File: src/rtl/axi_lite_cfg_master_if.sv
// AXI_LITE: AXI-Lite bus bundle shared by initiator and target.
//
// Handshake rule for every channel (aw, w, b, ar, r): a beat transfers on a
// rising clk edge where <ch>_valid && <ch>_ready are both 1. Once valid is
// raised, the payload stays constant and valid stays high until that edge;
// valid never waits on ready.
//
// Signals per channel:
//   aw: aw_valid, aw_ready, aw_addr, aw_prot
//   w : w_valid,  w_ready,  w_data,  w_strb
//   b : b_valid,  b_ready,  b_resp
//   ar: ar_valid, ar_ready, ar_addr, ar_prot
//   r : r_valid,  r_ready,  r_data,  r_resp
// Modports: Master (initiator side), Slave (target side).
interface AXI_LITE #(
    parameter int ADDR_WIDTH = 32,
    parameter int DATA_WIDTH = 32
);
    logic                      aw_valid;
    logic                      aw_ready;
    logic [ADDR_WIDTH-1:0]     aw_addr;
    logic [2:0]                aw_prot;

    logic                      w_valid;
    logic                      w_ready;
    logic [DATA_WIDTH-1:0]     w_data;
    logic [DATA_WIDTH/8-1:0]   w_strb;

    logic                      b_valid;
    logic                      b_ready;
    logic [1:0]                b_resp;

    logic                      ar_valid;
    logic                      ar_ready;
    logic [ADDR_WIDTH-1:0]     ar_addr;
    logic [2:0]                ar_prot;

    logic                      r_valid;
    logic                      r_ready;
    logic [DATA_WIDTH-1:0]     r_data;
    logic [1:0]                r_resp;

    modport Master (
        output aw_valid, aw_addr, aw_prot, input aw_ready,
        output w_valid, w_data, w_strb, input w_ready,
        input b_valid, b_resp, output b_ready,
        output ar_valid, ar_addr, ar_prot, input ar_ready,
        input r_valid, r_data, r_resp, output r_ready
    );

    modport Slave (
        input aw_valid, aw_addr, aw_prot, output aw_ready,
        input w_valid, w_data, w_strb, output w_ready,
        output b_valid, b_resp, input b_ready,
        input ar_valid, ar_addr, ar_prot, output ar_ready,
        output r_valid, r_data, r_resp, input r_ready
    );
endinterface

File: src/rtl/axi_lite_cfg_master.sv
// axi_lite_cfg_master: single-outstanding AXI-Lite initiator. Converts a
// command/response handshake into one AXI-Lite write or read at a time and
// returns the write response or read data on a registered response channel.
//
// Optional feature macro: AXI_LITE_CFG_MST_TIMEOUT_EN
//   Adds a per-transaction timeout (TIMEOUT_CYC cycles), the DRAIN state that
//   absorbs late beats, and a live rsp_timeout flag. Without it the block
//   waits indefinitely and rsp_timeout is tied to 0.
//
// Ports:
//   clk, rst            clock, synchronous active-high reset
//   cmd_valid/ready     command handshake; cmd_we, cmd_addr, cmd_wdata,
//                       cmd_wstrb are the command payload
//   rsp_valid/ready     response handshake; rsp_rdata, rsp_resp,
//                       rsp_timeout are the response payload
//   dbg_state           current FSM state encoding (debug/observability)
//   mst                 AXI_LITE.Master initiator port
module axi_lite_cfg_master #(
    parameter int         AXI_ADDR_WIDTH = 32,
    parameter int         AXI_DATA_WIDTH = 32,
    parameter logic [2:0] AXI_PROT       = 3'b000,
    parameter int         TIMEOUT_CYC    = 1024
) (
    input  logic                        clk,
    input  logic                        rst,
    input  logic                        cmd_valid,
    output logic                        cmd_ready,
    input  logic                        cmd_we,
    input  logic [AXI_ADDR_WIDTH-1:0]   cmd_addr,
    input  logic [AXI_DATA_WIDTH-1:0]   cmd_wdata,
    input  logic [AXI_DATA_WIDTH/8-1:0] cmd_wstrb,
    output logic                        rsp_valid,
    input  logic                        rsp_ready,
    output logic [AXI_DATA_WIDTH-1:0]   rsp_rdata,
    output logic [1:0]                  rsp_resp,
    output logic                        rsp_timeout,
    output logic [2:0]                  dbg_state,
    AXI_LITE.Master                     mst
);

    typedef enum logic [2:0] {
        S_IDLE  = 3'd0,
        S_WR    = 3'd1,
        S_WR_B  = 3'd2,
        S_RD_AR = 3'd3,
        S_RD_R  = 3'd4,
`ifdef AXI_LITE_CFG_MST_TIMEOUT_EN
        S_RSP   = 3'd5,
        S_DRAIN = 3'd6
`else
        S_RSP   = 3'd5
`endif
    } state_t;

    state_t                      state;
    logic                        aw_done;
    logic                        w_done;
    logic [AXI_ADDR_WIDTH-1:0]   addr_q;
    logic [AXI_DATA_WIDTH-1:0]   wdata_q;
    logic [AXI_DATA_WIDTH/8-1:0] wstrb_q;

    logic aw_hs, w_hs, b_hs, ar_hs, r_hs;
    logic aw_now, w_now;

    assign aw_hs  = mst.aw_valid && mst.aw_ready;
    assign w_hs   = mst.w_valid  && mst.w_ready;
    assign b_hs   = mst.b_valid  && mst.b_ready;
    assign ar_hs  = mst.ar_valid && mst.ar_ready;
    assign r_hs   = mst.r_valid  && mst.r_ready;
    // Address/data phase status including a handshake happening this cycle.
    assign aw_now = aw_done || aw_hs;
    assign w_now  = w_done  || w_hs;

    // Payload comes straight from registers latched at command acceptance,
    // so it is constant for the whole transaction.
    assign mst.aw_addr = addr_q;
    assign mst.ar_addr = addr_q;
    assign mst.aw_prot = AXI_PROT;
    assign mst.ar_prot = AXI_PROT;
    assign mst.w_data  = wdata_q;
    assign mst.w_strb  = wstrb_q;
    assign dbg_state   = state;

`ifdef AXI_LITE_CFG_MST_TIMEOUT_EN
    localparam int TMO_W = (TIMEOUT_CYC > 1) ? $clog2(TIMEOUT_CYC) : 1;
    logic [TMO_W-1:0] tmo_cnt;
    logic             we_q;
    logic             beat_done;
    logic             active;
    logic             tmo_hit;

    assign active  = (state == S_WR) || (state == S_WR_B) ||
                     (state == S_RD_AR) || (state == S_RD_R);
    assign tmo_hit = (tmo_cnt == TMO_W'(TIMEOUT_CYC - 1));
`else
    assign rsp_timeout = 1'b0;
`endif

    always_ff @(posedge clk) begin
        if (rst) begin
            state        <= S_IDLE;
            cmd_ready    <= 1'b0;
            mst.aw_valid <= 1'b0;
            mst.w_valid  <= 1'b0;
            mst.b_ready  <= 1'b0;
            mst.ar_valid <= 1'b0;
            mst.r_ready  <= 1'b0;
            rsp_valid    <= 1'b0;
            rsp_rdata    <= '0;
            rsp_resp     <= 2'b00;
            aw_done      <= 1'b0;
            w_done       <= 1'b0;
            addr_q       <= '0;
            wdata_q      <= '0;
            wstrb_q      <= '0;
`ifdef AXI_LITE_CFG_MST_TIMEOUT_EN
            tmo_cnt      <= '0;
            we_q         <= 1'b0;
            beat_done    <= 1'b0;
            rsp_timeout  <= 1'b0;
`endif
        end else begin
            case (state)
                S_IDLE: begin
                    // cmd_ready rises one cycle after entering IDLE, which
                    // keeps commands and responses from overlapping.
                    cmd_ready <= 1'b1;
                    if (cmd_valid && cmd_ready) begin
                        cmd_ready <= 1'b0;
                        addr_q    <= cmd_addr;
                        wdata_q   <= cmd_wdata;
                        wstrb_q   <= cmd_wstrb;
                        aw_done   <= 1'b0;
                        w_done    <= 1'b0;
`ifdef AXI_LITE_CFG_MST_TIMEOUT_EN
                        tmo_cnt     <= '0;
                        we_q        <= cmd_we;
                        beat_done   <= 1'b0;
                        rsp_timeout <= 1'b0;
`endif
                        if (cmd_we) begin
                            mst.aw_valid <= 1'b1;
                            mst.w_valid  <= 1'b1;
                            state        <= S_WR;
                        end else begin
                            mst.ar_valid <= 1'b1;
                            state        <= S_RD_AR;
                        end
                    end
                end
                S_WR: begin
                    if (aw_hs) mst.aw_valid <= 1'b0;
                    if (w_hs)  mst.w_valid  <= 1'b0;
                    aw_done <= aw_now;
                    w_done  <= w_now;
                    if (aw_now && w_now) begin
                        mst.b_ready <= 1'b1;
                        state       <= S_WR_B;
                    end
                end
                S_WR_B: begin
                    if (b_hs) begin
                        mst.b_ready <= 1'b0;
                        rsp_resp    <= mst.b_resp;
                        rsp_rdata   <= '0;
                        rsp_valid   <= 1'b1;
                        state       <= S_RSP;
                    end
                end
                S_RD_AR: begin
                    if (ar_hs) begin
                        mst.ar_valid <= 1'b0;
                        mst.r_ready  <= 1'b1;
                        state        <= S_RD_R;
                    end
                end
                S_RD_R: begin
                    if (r_hs) begin
                        mst.r_ready <= 1'b0;
                        rsp_rdata   <= mst.r_data;
                        rsp_resp    <= mst.r_resp;
                        rsp_valid   <= 1'b1;
                        state       <= S_RSP;
                    end
                end
                S_RSP: begin
                    if (rsp_valid && rsp_ready) begin
                        rsp_valid <= 1'b0;
`ifdef AXI_LITE_CFG_MST_TIMEOUT_EN
                        state     <= rsp_timeout ? S_DRAIN : S_IDLE;
`else
                        state     <= S_IDLE;
`endif
                    end
                end
`ifdef AXI_LITE_CFG_MST_TIMEOUT_EN
                S_DRAIN: begin
                    if (beat_done || b_hs || r_hs) state <= S_IDLE;
                end
`endif
                default: state <= S_IDLE;
            endcase

`ifdef AXI_LITE_CFG_MST_TIMEOUT_EN
            if (active) tmo_cnt <= tmo_cnt + 1'b1;

            // Timeout overrides the normal transition unless the transaction
            // completes on this very edge. Partial handshakes recorded by the
            // case above still stand.
            if (active && tmo_hit && !(b_hs || r_hs)) begin
                state       <= S_RSP;
                rsp_valid   <= 1'b1;
                rsp_resp    <= 2'b10;
                rsp_rdata   <= '0;
                rsp_timeout <= 1'b1;
            end

            // After a timeout the abandoned transaction is still owed to the
            // slave: finish pending address/data phases and swallow the
            // B or R beat before accepting a new command.
            if ((state == S_RSP && rsp_timeout) || state == S_DRAIN) begin
                if (aw_hs) begin
                    mst.aw_valid <= 1'b0;
                    aw_done      <= 1'b1;
                end
                if (w_hs) begin
                    mst.w_valid <= 1'b0;
                    w_done      <= 1'b1;
                end
                if (ar_hs) begin
                    mst.ar_valid <= 1'b0;
                    mst.r_ready  <= 1'b1;
                end
                if (b_hs || r_hs) begin
                    mst.b_ready <= 1'b0;
                    mst.r_ready <= 1'b0;
                    beat_done   <= 1'b1;
                end else if (we_q && aw_now && w_now && !beat_done) begin
                    mst.b_ready <= 1'b1;
                end
            end
`endif
        end
    end

endmodule
File: src/flat_wrapper.sv
// flat-port wrapper written by rule: the top's interface ports become plain ports
module axi_lite_cfg_master_flat 
#(
    parameter int         AXI_ADDR_WIDTH = 32,
    parameter int         AXI_DATA_WIDTH = 32,
    parameter logic [2:0] AXI_PROT       = 3'b000,
    parameter int         TIMEOUT_CYC    = 1024
)
  (clk, rst, cmd_valid, cmd_ready, cmd_we, cmd_addr, cmd_wdata, cmd_wstrb, rsp_valid, rsp_ready, rsp_rdata, rsp_resp, rsp_timeout, dbg_state, mst_aw_valid, mst_aw_addr, mst_aw_prot, mst_aw_ready, mst_w_valid, mst_w_data, mst_w_strb, mst_w_ready, mst_b_valid, mst_b_resp, mst_b_ready, mst_ar_valid, mst_ar_addr, mst_ar_prot, mst_ar_ready, mst_r_valid, mst_r_data, mst_r_resp, mst_r_ready);
  AXI_LITE mst_i ();
  input  logic clk;
  input  logic rst;
  input  logic cmd_valid;
  output logic cmd_ready;
  input  logic cmd_we;
  input  logic [AXI_ADDR_WIDTH-1:0] cmd_addr;
  input  logic [AXI_DATA_WIDTH-1:0] cmd_wdata;
  input  logic [AXI_DATA_WIDTH/8-1:0] cmd_wstrb;
  output logic rsp_valid;
  input  logic rsp_ready;
  output logic [AXI_DATA_WIDTH-1:0] rsp_rdata;
  output logic [1:0] rsp_resp;
  output logic rsp_timeout;
  output logic [2:0] dbg_state;
  output wire logic [$bits(mst_i.aw_valid)-1:0] mst_aw_valid;
  output wire logic [$bits(mst_i.aw_addr)-1:0] mst_aw_addr;
  output wire logic [$bits(mst_i.aw_prot)-1:0] mst_aw_prot;
  input wire logic [$bits(mst_i.aw_ready)-1:0] mst_aw_ready;
  output wire logic [$bits(mst_i.w_valid)-1:0] mst_w_valid;
  output wire logic [$bits(mst_i.w_data)-1:0] mst_w_data;
  output wire logic [$bits(mst_i.w_strb)-1:0] mst_w_strb;
  input wire logic [$bits(mst_i.w_ready)-1:0] mst_w_ready;
  input wire logic [$bits(mst_i.b_valid)-1:0] mst_b_valid;
  input wire logic [$bits(mst_i.b_resp)-1:0] mst_b_resp;
  output wire logic [$bits(mst_i.b_ready)-1:0] mst_b_ready;
  output wire logic [$bits(mst_i.ar_valid)-1:0] mst_ar_valid;
  output wire logic [$bits(mst_i.ar_addr)-1:0] mst_ar_addr;
  output wire logic [$bits(mst_i.ar_prot)-1:0] mst_ar_prot;
  input wire logic [$bits(mst_i.ar_ready)-1:0] mst_ar_ready;
  input wire logic [$bits(mst_i.r_valid)-1:0] mst_r_valid;
  input wire logic [$bits(mst_i.r_data)-1:0] mst_r_data;
  input wire logic [$bits(mst_i.r_resp)-1:0] mst_r_resp;
  output wire logic [$bits(mst_i.r_ready)-1:0] mst_r_ready;
  assign mst_aw_valid = mst_i.aw_valid;
  assign mst_aw_addr = mst_i.aw_addr;
  assign mst_aw_prot = mst_i.aw_prot;
  assign mst_i.aw_ready = mst_aw_ready;
  assign mst_w_valid = mst_i.w_valid;
  assign mst_w_data = mst_i.w_data;
  assign mst_w_strb = mst_i.w_strb;
  assign mst_i.w_ready = mst_w_ready;
  assign mst_i.b_valid = mst_b_valid;
  assign mst_i.b_resp = mst_b_resp;
  assign mst_b_ready = mst_i.b_ready;
  assign mst_ar_valid = mst_i.ar_valid;
  assign mst_ar_addr = mst_i.ar_addr;
  assign mst_ar_prot = mst_i.ar_prot;
  assign mst_i.ar_ready = mst_ar_ready;
  assign mst_i.r_valid = mst_r_valid;
  assign mst_i.r_data = mst_r_data;
  assign mst_i.r_resp = mst_r_resp;
  assign mst_r_ready = mst_i.r_ready;
  axi_lite_cfg_master #(.AXI_ADDR_WIDTH(AXI_ADDR_WIDTH), .AXI_DATA_WIDTH(AXI_DATA_WIDTH), .AXI_PROT(AXI_PROT), .TIMEOUT_CYC(TIMEOUT_CYC)) u_core (.clk(clk), .rst(rst), .cmd_valid(cmd_valid), .cmd_ready(cmd_ready), .cmd_we(cmd_we), .cmd_addr(cmd_addr), .cmd_wdata(cmd_wdata), .cmd_wstrb(cmd_wstrb), .rsp_valid(rsp_valid), .rsp_ready(rsp_ready), .rsp_rdata(rsp_rdata), .rsp_resp(rsp_resp), .rsp_timeout(rsp_timeout), .dbg_state(dbg_state), .mst(mst_i));
endmodule
File: config.mk
export PLATFORM = sky130hd
export DESIGN_NAME = axi_lite_cfg_master_flat
export DESIGN_NICKNAME = d
export VERILOG_FILES = /design/src/rtl/axi_lite_cfg_master_if.sv /design/src/rtl/axi_lite_cfg_master.sv /design/src/flat_wrapper.sv
export SDC_FILE = /design/constraint.sdc
export NUM_CORES = 1
export LEC_CHECK = 0
export ABC_AREA = 1
export CAP_MARGIN = 20
export CORE_UTILIZATION = 28
export CTS_CLUSTER_DIAMETER = 30
export DETAILED_ROUTE_END_ITERATION = 12
export GPL_TIMING_DRIVEN = 0
export SETUP_SLACK_MARGIN = 0.3
export SYNTH_ARGS = -nofsm -noshare
export SYNTH_HDL_FRONTEND = slang
export SYNTH_SLANG_ARGS = --single-unit
File: constraint.sdc
create_clock -name clk -period 2.34 [get_ports clk]
set_input_delay 0.468 -clock clk [delete_from_list [all_inputs] [get_ports clk]]
set_output_delay 0.468 -clock clk [all_outputs]
set_load 0.005 [all_outputs]
; Word-level counts from Yosys, hierarchy flattened
; Cells that the tools add are included.
; Widths: inputs -> output; s select.
[classes]
n_eq_ne = 15
mux = 38
n_reduce_logical = 27
[ops]
columns = op, count
row1 = $mux 32, 2
row2 = $pmux 32 s2, 1
row3 = $mux 3, 6
row4 = $pmux 3 s6, 1
row5 = $mux 1, 16
row6 = $ne 2x1->1 const B, 8
row7 = $reduce_and 4->1, 4
row8 = $pmux 1 s2, 7
row9 = $reduce_bool 2->1, 5
row10 = $reduce_and 3->1, 3
row11 = $logic_and 1x1->1, 8
row12 = $eq 3x2->1 const B, 2
row13 = $eq 3x3->1 const B, 2
row14 = $mux 2, 3
row15 = $reduce_and 6->1, 1
row16 = $ne 2x2->1 const B, 2
row17 = $pmux 2 s2, 1
row18 = $reduce_and 2->1, 2
row19 = $eq 3x1->1 const B, 1
row20 = $logic_not 3->1, 1
row21 = $pmux 1 s3, 1
row22 = $reduce_bool 3->1, 1
row23 = $logic_or 1x1->1, 2
[totals]
reg_bits = 114
wordCells = 95

; Depth between registers and ports, before layout
[depth]
word_depth = 5
ltp_mapped = 11
ltp_nobuf = 10

; Least setup slack after synthesis
; No wires, ideal clock.
[synth_path]
kind = register to register
from = reg u_core.state[2], in the netlist u_core.dbg_state[2]
to = reg u_core.rsp_rdata[23]
setup_ps = 128
arrival_ps = 1298
t_required_ps = 2212
slack_ps = 914
stages_incl_launch_ff = 9
path_buffers = 1
synth_period_minus_slack_ps = 1426
path_cell_list = dfxtp_1 > nand2_1 > nor2_4 > nor2_2 > nor2_8 > buf_2 > nand2_1 > nand2_1 > nor2_1
[synth_via]
elab_chain_cells = 3
[synth_rtl]
columns = item, line_no
row1 = "start, declared", axi_lite_cfg_master.sv:55  ; state_t state;
row2 = "start signal, assigned", axi_lite_cfg_master.sv:101  ; state <= S_IDLE;
row3 = "start signal, assigned", axi_lite_cfg_master.sv:144  ; state <= S_WR;
row4 = "start signal, assigned", axi_lite_cfg_master.sv:147  ; state <= S_RD_AR;
row5 = $eq 3x3->1 or $eq 3x2->1 (tied branches), axi_lite_cfg_master.sv:123  ; case (state)
row6 = $ne 2x1->1 (no source line) or $reduce_bool 2->1 (tied branches), n/a
row7 = $reduce_and 3->1 (no source line), n/a
row8 = "end signal, assigned", axi_lite_cfg_master.sv:180  ; rsp_rdata <= mst.r_data;
row9 = "end, declared", axi_lite_cfg_master.sv:34  ; output logic [AXI_DATA_WIDTH-1:0] rsp_rdata,
; Several ways; a longest one is shown, not always the timed one.
; A chain may end at the register's enable or synchronous reset.

; Worst setup path in the final report
[layout_path]
from = reg u_core.state[1], in the netlist u_core.dbg_state[1]
to = out dbg_state[1]
[layout_rtl]
columns = item, line_no
row1 = "end, declared", flat_wrapper.sv:24  ; output logic [2:0] dbg_state;
; No word-level cell between the ends.

==> flow_metrics.tcl <==
set metrics [dict create \
    status "finished, final reports clean" \
    gp_congestion 0.7744 \
    path_class "register to output pin" \
    yosysTopAreaCellShare_pct 47.51 \
    ys_top_cells_by_area "dfxtp_1, nor2_1, nand2_1, o21ai_0, buf_4" \
    ys_ff_latch 114 \
    cts_root_buffer "clkbuf_16" \
    wl_per_cell_um 12.77 \
    finalWirelength_um 15430 \
    leakagePower_nw 3.611 \
    area_delta_synth_final_pct 74.73 \
    yosysUniqueCellTypes 21 \
    io_pins 265 \
    layout_common_cells "clkdlybuf4s50_1, nor2_1, nand2_1" \
    firstDrtPassIters 4 \
    fin_skew_ns 0.007064 \
    drt-initial-drc-count 206 \
    drv_slew 0 \
    required_ns 1.87 \
    r2r_setup_slack_ns 0.56 \
    chipHeight_um 133.0 \
    portBuffers 257 \
    dp_hpwl_um 11570 \
    grt-ovfl-total 0 \
    initial_core_util_pct 28.86 \
    yosys_warnings 0 \
    antenna_cells 0 \
    post_cts_buffers 0 \
    worstSetupStartpointType "register" \
    clkSlewWorstSetupHoldPaths_ns 0.05 \
    rsz0062_at_grt "no" \
    seq_area_frac_synth_pct 47.51 \
    grt_start_max_net_pins 17 \
    die_area_um2 17680 \
    cts_buffer_depth 2 \
    worst-path-max-fanout 8 \
    vias_per_cell 4.151 \
    fin_nets 1089 \
    timing.fmax_mhz 516.6 \
    h-tree-depth 4 \
    power_density_nw_per_um2 1179 \
    relSlewSlack_pct 65.13 \
    antenna_found_initial 0 \
    insertion_delay_ns 0.41 \
    worst_pin_slew_ns 0.5230 \
    final_core_utilization_pct 50.43 \
    slowest_delay_ns 0.58 \
    cts_buffers 17 \
    postSynthCellCount 693 \
    fillers 1691 \
    finalPower_mw 9.892 \
    core_um2 16640 \
    path_delay_family "buffers and inverters" \
    grt_pass1_vias 4676 \
    holdWs_ns 0.4639 \
    tns_ns 0 \
    ant_nets 0 \
    crit_chain "clkdlybuf4s50_1" \
    fp.dieW_um 133.0 \
    max_cap_viol_count 0 \
    critPathSlowestCell "clkdlybuf4s50_1" \
    vias 5014 \
    layout_min_cycle_time_ns 1.936 \
    drive_above_1_share_pct 9.312 \
    hp-class "register to register" \
    layout_commonest_cell "clkdlybuf4s50_1" \
    worst_setup_path_end_kind "output pin" \
    grt_usage_pct 17.57 \
    critPathArrivalTime_ns 1.47 \
    netlist_area_um2 4803 \
    synth_area_leader_cell "dfxtp_1" \
    row_count 47 \
    hold_viol_final 0 \
    cts_tree "yes" \
    critPathBufInv 1 \
    syn_avg_cell_area_um2 6.931 \
    period_share_pct 82.73 \
    drc 0 \
    grt_pass1_wl_um 24390 \
    ir_drop_mv 0.6331 \
    clock-sinks 114 \
    finalSetupViolCount 0 \
]
-- synthesized netlist by cell type (all sizes together) --
cell and count:
nand2 172, nand3 7, a21oi 11, dfxtp 114, nand4 3, clkbuf 27
conb 1, o21ai 77, inv 45, nor2 187, buf 48, and2 1
-- flip-flops by register name, summed over array words and instances, names as in the netlist --
name,count
u_core.mst.r_ready,1
u_core.mst.w_valid,1
u_core.mst.aw_valid,1
u_core.rsp_rdata,32
u_core.mst.ar_addr,32
u_core.mst.b_ready,1
u_core.mst.ar_valid,1
u_core.rsp_resp,2
u_core.w_done,1
u_core.mst.w_strb,4
u_core.dbg_state,3
u_core.mst.w_data,32
u_core.cmd_ready,1
u_core.aw_done,1
u_core.rsp_valid,1
-- per-layer routing --
layer | track usage (%) | wire [um]
met2 | 29.38 | 7490
met3 | 4.943 | 962
met4 | 6.513 | 236
met5 | 0 | 0
met1 | 21.36 | 6738
-- where the power goes --
group          total, mW  switching [mW]  internal (mW)
Clock               3.13           0.930           2.19
Combinational       3.88            1.77           2.11
Sequential          2.89           0.355           2.54
-- stage by stage --
stage	cell area, um2	instances	worst slack, ns
after floorplan	4826	699	0.9142
after global placement	7674	1176	-0.09162
after detailed placement	7674	1176	-0.1333
after CTS	8392	1208	0.3239
after global routing	8393	1208	0.3052
final	8393	1208	0.4042
-- cell type report --
cell class	count	area (um2)	share of cell area [%]
Clock inverter	12	251.5	2.996
Multi-Input combinational cell	465	1911	22.76
Inverter	45	171.4	2.042
Tap cell	220	275.3	3.280
Sequential cell	114	2282	27.19
Buffer	75	462.9	5.516
Timing Repair Buffer	257	2572	30.65
Clock buffer	20	466.7	5.561
-- timing repair --
item | CTS | global route
resized for setup | 0 | 2
setup endpoints to repair | 0 | 10
hold buffers | 0 | 0
-- final timing paths --
| path | to | from | cells after the start |
|---|---|---|---|
| worst min register to register | u_core.w_done$_SDFFE_PP0P_ | u_core.w_done$_SDFFE_PP0P_ | 2 |
| worst min-delay path | u_core.w_done$_SDFFE_PP0P_ | u_core.w_done$_SDFFE_PP0P_ | 2 |
| worst max register to register | u_core.mst.ar_addr[5]$_SDFFE_PP0P_ | u_core.dbg_state[1]$_SDFFE_PP0P_ | 9 |
| worst max-delay path | dbg_state[1] | u_core.dbg_state[1]$_SDFFE_PP0P_ | 1 |
-- kinds of logic (layout without fill, tap and decap cells) --
kind of cell	count (synthesis)	after routing	synth area share, %
simple gates	370	370	30.06
buf+inv	120	409	13.18
flops	114	114	47.51
compound gates	88	88	9.169
other cells	1	7	0.07807
(Power assumes the default switching activity.)
